**config.mk**
```make
export PLATFORM = sky130hd
export DESIGN_NAME = muldiv_unit
export DESIGN_NICKNAME = d
export VERILOG_FILES = /design/src/rtl/muldiv_unit.sv
export SDC_FILE = /design/constraint.sdc
export NUM_CORES = 2
export LEC_CHECK = 0
export CAP_MARGIN = 0
export CORE_MARGIN = 1
export CORE_UTILIZATION = 60
export DETAILED_ROUTE_END_ITERATION = 8
export GPL_ROUTABILITY_DRIVEN = 0
export PLACE_DENSITY = 0.83
export SYNTH_ARGS = -nofsm -noshare
export SYNTH_HDL_FRONTEND = slang
export SYNTH_SLANG_ARGS = --single-unit
```
**constraint.sdc**
```tcl
create_clock -name clk -period 8.4 [get_ports clk]
set_input_delay 1.26 -clock clk [delete_from_list [all_inputs] [get_ports clk]]
set_output_delay 1.26 -clock clk [all_outputs]
set_load 0.01 [all_outputs]
```
**src/rtl/muldiv_unit.sv**
```systemverilog
// HI/LO multiply-divide unit: fixed-latency multiply with optional
// accumulate, iterative radix-2 restoring divide, MTHI/MTLO writes.
module muldiv_unit #(
  parameter int WIDTH   = 32,
  parameter int MUL_LAT = 5
) (
  input  logic             clk,
  input  logic             reset,
  input  logic [31:0]      instr,
  input  logic [WIDTH-1:0] A,
  input  logic [WIDTH-1:0] B,
  output logic             start,
  output logic             busy,
  output logic             done,
  output logic             div_zero,
  output logic [WIDTH-1:0] HI,
  output logic [WIDTH-1:0] LO
);

  localparam int CMAX = (WIDTH > MUL_LAT) ? WIDTH : MUL_LAT;
  localparam int CW   = $clog2(CMAX + 1);

  typedef enum logic [1:0] {ST_IDLE, ST_MUL, ST_DIV, ST_FIX} state_t;
  typedef enum logic [1:0] {ACC_SET, ACC_ADD, ACC_SUB} acc_t;

  // Decode
  logic [5:0] opcode, funct;
  logic       special, special2;
  logic       is_mthi, is_mtlo, is_mult, is_multu, is_div, is_divu;
  logic       is_madd, is_maddu, is_msub, is_msubu;
  logic       is_mulclass, is_divclass, mul_signed;
  logic       unused_instr;

  assign opcode       = instr[31:26];
  assign funct        = instr[5:0];
  assign unused_instr = ^instr[25:6];
  assign special      = (opcode == 6'h00);
  assign special2     = (opcode == 6'h1C);
  assign is_mthi      = special  && (funct == 6'd17);
  assign is_mtlo      = special  && (funct == 6'd19);
  assign is_mult      = special  && (funct == 6'd24);
  assign is_multu     = special  && (funct == 6'd25);
  assign is_div       = special  && (funct == 6'd26);
  assign is_divu      = special  && (funct == 6'd27);
  assign is_madd      = special2 && (funct == 6'd0);
  assign is_maddu     = special2 && (funct == 6'd1);
  assign is_msub      = special2 && (funct == 6'd4);
  assign is_msubu     = special2 && (funct == 6'd5);
  assign is_mulclass  = is_mult | is_multu | is_madd | is_maddu | is_msub | is_msubu;
  assign is_divclass  = is_div | is_divu;
  assign mul_signed   = is_mult | is_madd | is_msub;
  assign start        = is_mulclass | is_divclass;

  // State and datapath registers
  state_t               state, state_n;
  acc_t                 acc, acc_n;
  logic [CW-1:0]        cnt, cnt_n;
  logic [2*WIDTH-1:0]   prod, prod_n;
  logic [WIDTH-1:0]     quo, quo_n, dvs, dvs_n, rem, rem_n;
  logic                 neg_q, neg_q_n, neg_r, neg_r_n;
  logic [WIDTH-1:0]     hi_n, lo_n;
  logic                 busy_n, done_n, dz_n;

  // Operand conditioning
  logic [2*WIDTH-1:0] a_ext, b_ext, hilo;
  logic               sa, sb;
  logic [WIDTH:0]     rem_sh, diff;

  assign a_ext  = {{WIDTH{mul_signed & A[WIDTH-1]}}, A};
  assign b_ext  = {{WIDTH{mul_signed & B[WIDTH-1]}}, B};
  assign hilo   = {HI, LO};
  assign sa     = is_div & A[WIDTH-1];
  assign sb     = is_div & B[WIDTH-1];
  // quo holds the dividend; its MSB shifts into the remainder while quotient bits fill from the LSB
  assign rem_sh = {rem, quo[WIDTH-1]};
  assign diff   = rem_sh - {1'b0, dvs};

  // Register all state; reset abandons any in-flight operation
  always_ff @(posedge clk or posedge reset) begin
    if (reset) begin
      state    <= ST_IDLE;
      acc      <= ACC_SET;
      cnt      <= '0;
      prod     <= '0;
      quo      <= '0;
      dvs      <= '0;
      rem      <= '0;
      neg_q    <= 1'b0;
      neg_r    <= 1'b0;
      HI       <= '0;
      LO       <= '0;
      busy     <= 1'b0;
      done     <= 1'b0;
      div_zero <= 1'b0;
    end else begin
      state    <= state_n;
      acc      <= acc_n;
      cnt      <= cnt_n;
      prod     <= prod_n;
      quo      <= quo_n;
      dvs      <= dvs_n;
      rem      <= rem_n;
      neg_q    <= neg_q_n;
      neg_r    <= neg_r_n;
      HI       <= hi_n;
      LO       <= lo_n;
      busy     <= busy_n;
      done     <= done_n;
      div_zero <= dz_n;
    end
  end

  // Next-state, datapath and output logic
  always_comb begin
    state_n = state;
    acc_n   = acc;
    cnt_n   = cnt;
    prod_n  = prod;
    quo_n   = quo;
    dvs_n   = dvs;
    rem_n   = rem;
    neg_q_n = neg_q;
    neg_r_n = neg_r;
    hi_n    = HI;
    lo_n    = LO;
    busy_n  = busy;
    done_n  = 1'b0;
    dz_n    = 1'b0;
    case (state)
      ST_IDLE: begin
        busy_n = 1'b0;
        // busy here is the divide-by-zero cycle; the instruction is stalled
        if (!busy) begin
          if (is_mthi) begin
            hi_n = A;
          end else if (is_mtlo) begin
            lo_n = A;
          end else if (is_mulclass) begin
            prod_n  = a_ext * b_ext;
            acc_n   = (is_madd | is_maddu) ? ACC_ADD :
                      (is_msub | is_msubu) ? ACC_SUB : ACC_SET;
            cnt_n   = CW'(MUL_LAT);
            busy_n  = 1'b1;
            state_n = ST_MUL;
          end else if (is_divclass) begin
            busy_n = 1'b1;
            if (B == '0) begin
              dz_n = 1'b1;
            end else begin
              quo_n   = sa ? -A : A;
              dvs_n   = sb ? -B : B;
              rem_n   = '0;
              neg_q_n = sa ^ sb;
              neg_r_n = sa;
              cnt_n   = CW'(WIDTH);
              state_n = ST_DIV;
            end
          end
        end
      end
      ST_MUL: begin
        cnt_n = cnt - CW'(1);
        if (cnt == CW'(1)) begin
          case (acc)
            ACC_ADD: {hi_n, lo_n} = hilo + prod;
            ACC_SUB: {hi_n, lo_n} = hilo - prod;
            default: {hi_n, lo_n} = prod;
          endcase
          busy_n  = 1'b0;
          done_n  = 1'b1;
          state_n = ST_IDLE;
        end
      end
      ST_DIV: begin
        cnt_n = cnt - CW'(1);
        if (!diff[WIDTH]) begin
          rem_n = diff[WIDTH-1:0];
          quo_n = {quo[WIDTH-2:0], 1'b1};
        end else begin
          rem_n = rem_sh[WIDTH-1:0];
          quo_n = {quo[WIDTH-2:0], 1'b0};
        end
        if (cnt == CW'(1)) state_n = ST_FIX;
      end
      ST_FIX: begin
        lo_n    = neg_q ? -quo : quo;
        hi_n    = neg_r ? -rem : rem;
        busy_n  = 1'b0;
        done_n  = 1'b1;
        state_n = ST_IDLE;
      end
      default: state_n = ST_IDLE;
    endcase
  end

endmodule
```
==> reports/qor.csv <==
metric,value,unit
outcome,"finished, violations left",
violations,"DRC, setup timing",
fmax,0.108,GHz
critical_path_class,in -> reg,
portBuffers,145,
chipWidth,321,microns
async_flop_share,1.00,
cts.clk_slew.worst_paths,70,ps
wl_per_cell,23.3,microns
drc,42,
ant_nets,0,
ys_seq_elements,239,
vias_per_cell,6.35,
drtIter0Drc,7721,
period_share,1.11,
fin_cells,8975,
tightest_slew,1300,ps
grt_pass1_vias,57800,
num_rows,116,
die-area,103000,sq um
placedCellCount,8861,
clk_latency,590,ps
ios,166,
drv_cap,0,
cts_num_sinks,239,
path_common_cell,fa_1,
ys_warn_count,0,
synth.avg_cell_area,8.41,sq um
critPathMaxStageDelay,640,ps
skew,48.7,ps
max-clock-path-buffers,3,
relSlewSlack,0.135,
antenna_found_initial,15,
ys.flop_type,dfrtp_1,
synth_nets,8881,
worstPathArrival,9680,ps
hold_class,reg -> reg,
end_kind,flip-flop,
grt_pass1_wl,315,mm
slowest_stage,fa_1,
grt_overflow_total,0,
setup_violations,28,
finalHoldViolations,0,
areaGrowthSynthToFinish,13.9,%
ys_seq_area_frac,0.0978,
drt-pass1-iter-count,9,
dp_hpwl,161,mm
grtUsageTotal,0.392,
cts-root-buf,clkbuf_16,
grt_setup_unrepaired,true,
post_route_cells_drive_above_1_share,0.122,
start_util,0.608,
die_y,321,microns
crit_family,adder cells,
post-route-min-period,9290,ps
cts_hold_buf,0,
finalWorstSetupSlack,-889,ps
crit_buf_inv,10,
report.final.slew_viol_count,0,
critical_path_peak_fanout,7,
core,101000,sq um
cts_tree,built,
yosysUniqueCellTypes,96,
synth-edff-count,0,
cts_made_buffers,23,
grt_max_degree,144,
cp.required,8790,ps
netlist_area,61200,sq um
htree_num_levels,1,
fin_nets,9199,
startpoint_type,input pin,
synthCells,7272,
wirelength,209,mm
vias,57000,
## final timing paths
path                                     start                    to  slack [ps]  depth (start not counted)
max                                   instr[3]  prod[60]$_DFFE_PP0P_        -890                         35
min                        dvs[31]$_DFFE_PP0P_   dvs[31]$_DFFE_PP0P_         470                          2
max reg2reg                quo[31]$_DFFE_PP0P_    rem[0]$_DFFE_PP0P_        3300                         17
min reg2reg                dvs[31]$_DFFE_PP0P_   dvs[31]$_DFFE_PP0P_         470                          2
max in group asynchronous                reset   prod[7]$_DFFE_PP0P_        5850                          3
min in group asynchronous                reset    cnt[3]$_DFFE_PP0P_        1170                          2
## placed cells by master, fill, tap and decap left out, types with 54 or more instances in the layout
cell type,instances
nand3_1,88
buf_4,519
a21oi_1,303
ha_1,354
a21o_1,70
inv_1,1281
nor3_1,80
buf_12,54
dfrtp_1,239
nand2_1,1068
and2_1,359
o21ai_0,288
nor2_1,252
xor2_1,82
xnor2_1,184
fa_1,1112
a221oi_1,61
o31ai_1,57
clkdlybuf4s50_1,100
o211ai_1,57
## worst reg2reg max path: cells and delay by family, from the launching register on
family,cells,cell delay [ps]
DFF,1,420
muxes,1,320
xor gates and xnor gates,1,180
and+or+nand+nor,2,230
AOI/OAI and AO/OA,8,2640
buffers and inverters,3,630
adders and majority gates,2,600
## metrics by stage
step	setup TNS (ps)	area, sq um	setup slack, ps	hold slack [ps]	util
global placement	-32920	67500	-1290	451	0.671
detailed placement	-39120	67500	-1570	457	0.671
floorplan	-8340	61500	-752	439	-
CTS	-3730	69100	-362	472	0.687
finish	-13470	69600	-889	468	0.692
global route	-16580	69600	-1020	499	0.692
## cells in the mapped netlist, drive strengths merged (33+ instances only)
library cell | instances | area (sq um)
inv | 1311 | 4920
fa | 1128 | 22600
nand2 | 1082 | 4060
ha | 383 | 4790
and2 | 364 | 2280
clkbuf | 353 | 1330
o21ai | 333 | 1670
a21oi | 325 | 1630
nor2 | 262 | 983
dfrtp | 239 | 5980
xnor2 | 193 | 1690
buf | 102 | 443
nand3 | 91 | 455
xor2 | 84 | 736
nor3 | 83 | 420
a21o | 70 | 526
a221oi | 63 | 558
o31ai | 60 | 450
o211ai | 57 | 428
o21bai | 54 | 405
nor4 | 45 | 282
a211oi | 44 | 343
nand2b | 41 | 257
o21a | 37 | 278
nand4 | 36 | 225
and3 | 33 | 206
## cell families (layout without fill, tap and decap cells)
family / Yosys count / count (layout) / synth area share
xor gates and xnor gates: 277 / 277 / 0.0397
muxes: 21 / 21 / 0.00364
AOI/OAI and AO/OA: 1298 / 1298 / 0.138
buffers and inverters: 1774 / 2109 / 0.110
DFF: 239 / 239 / 0.0978
adders and majority gates: 1511 / 1511 / 0.448
and+or+nand+nor: 2152 / 2152 / 0.163
other: 0 / 11 / 0
## per-layer routing
| metal | global-route usage | up-vias | part of all wire |
|---|---|---|---|
| met4 | 0.230 | 12 | 0.081 |
| met2 | 0.602 | 4658 | 0.43 |
| li1 | - | 23600 | - |
| met5 | 0 | - | 0.00034 |
| met1 | 0.492 | 27500 | 0.34 |
| met3 | 0.117 | 1182 | 0.15 |
## area by class of cell
type / count / area (sq um)
Multi-Input combinational cell: 5259 / 49500
Antenna cell: 11 / 27.5
Timing Repair Buffer: 748 / 6580
Tap cell: 1357 / 1700
Fill cell: 6934 / 30900
Clock inverter: 14 / 194
Sequential cell: 239 / 5980
Clock buffer: 28 / 634
Inverter: 1319 / 4970
## registers in the layout, indices dropped and copies added, names as in the netlist
| name | flops |
|---|---|
| neg_r | 1 |
| acc | 2 |
| done | 1 |
| quo | 32 |
| div_zero | 1 |
| neg_q | 1 |
| HI | 32 |
| busy | 1 |
| state | 2 |
| cnt | 6 |
| dvs | 32 |
| prod | 64 |
| rem | 32 |
| LO | 32 |
## repair_timing
action | 4_1_cts | 5_1_grt
gates cloned | 0 | 0
gates resized for setup | 161 | 105
buffers inserted | 40 | 27
endpoints found under the setup margin | 30 | 36
pin swaps | 102 | 70
Power is not shown: default switching activity piles up to over one toggle a cycle in this logic, so the estimate is an artifact.
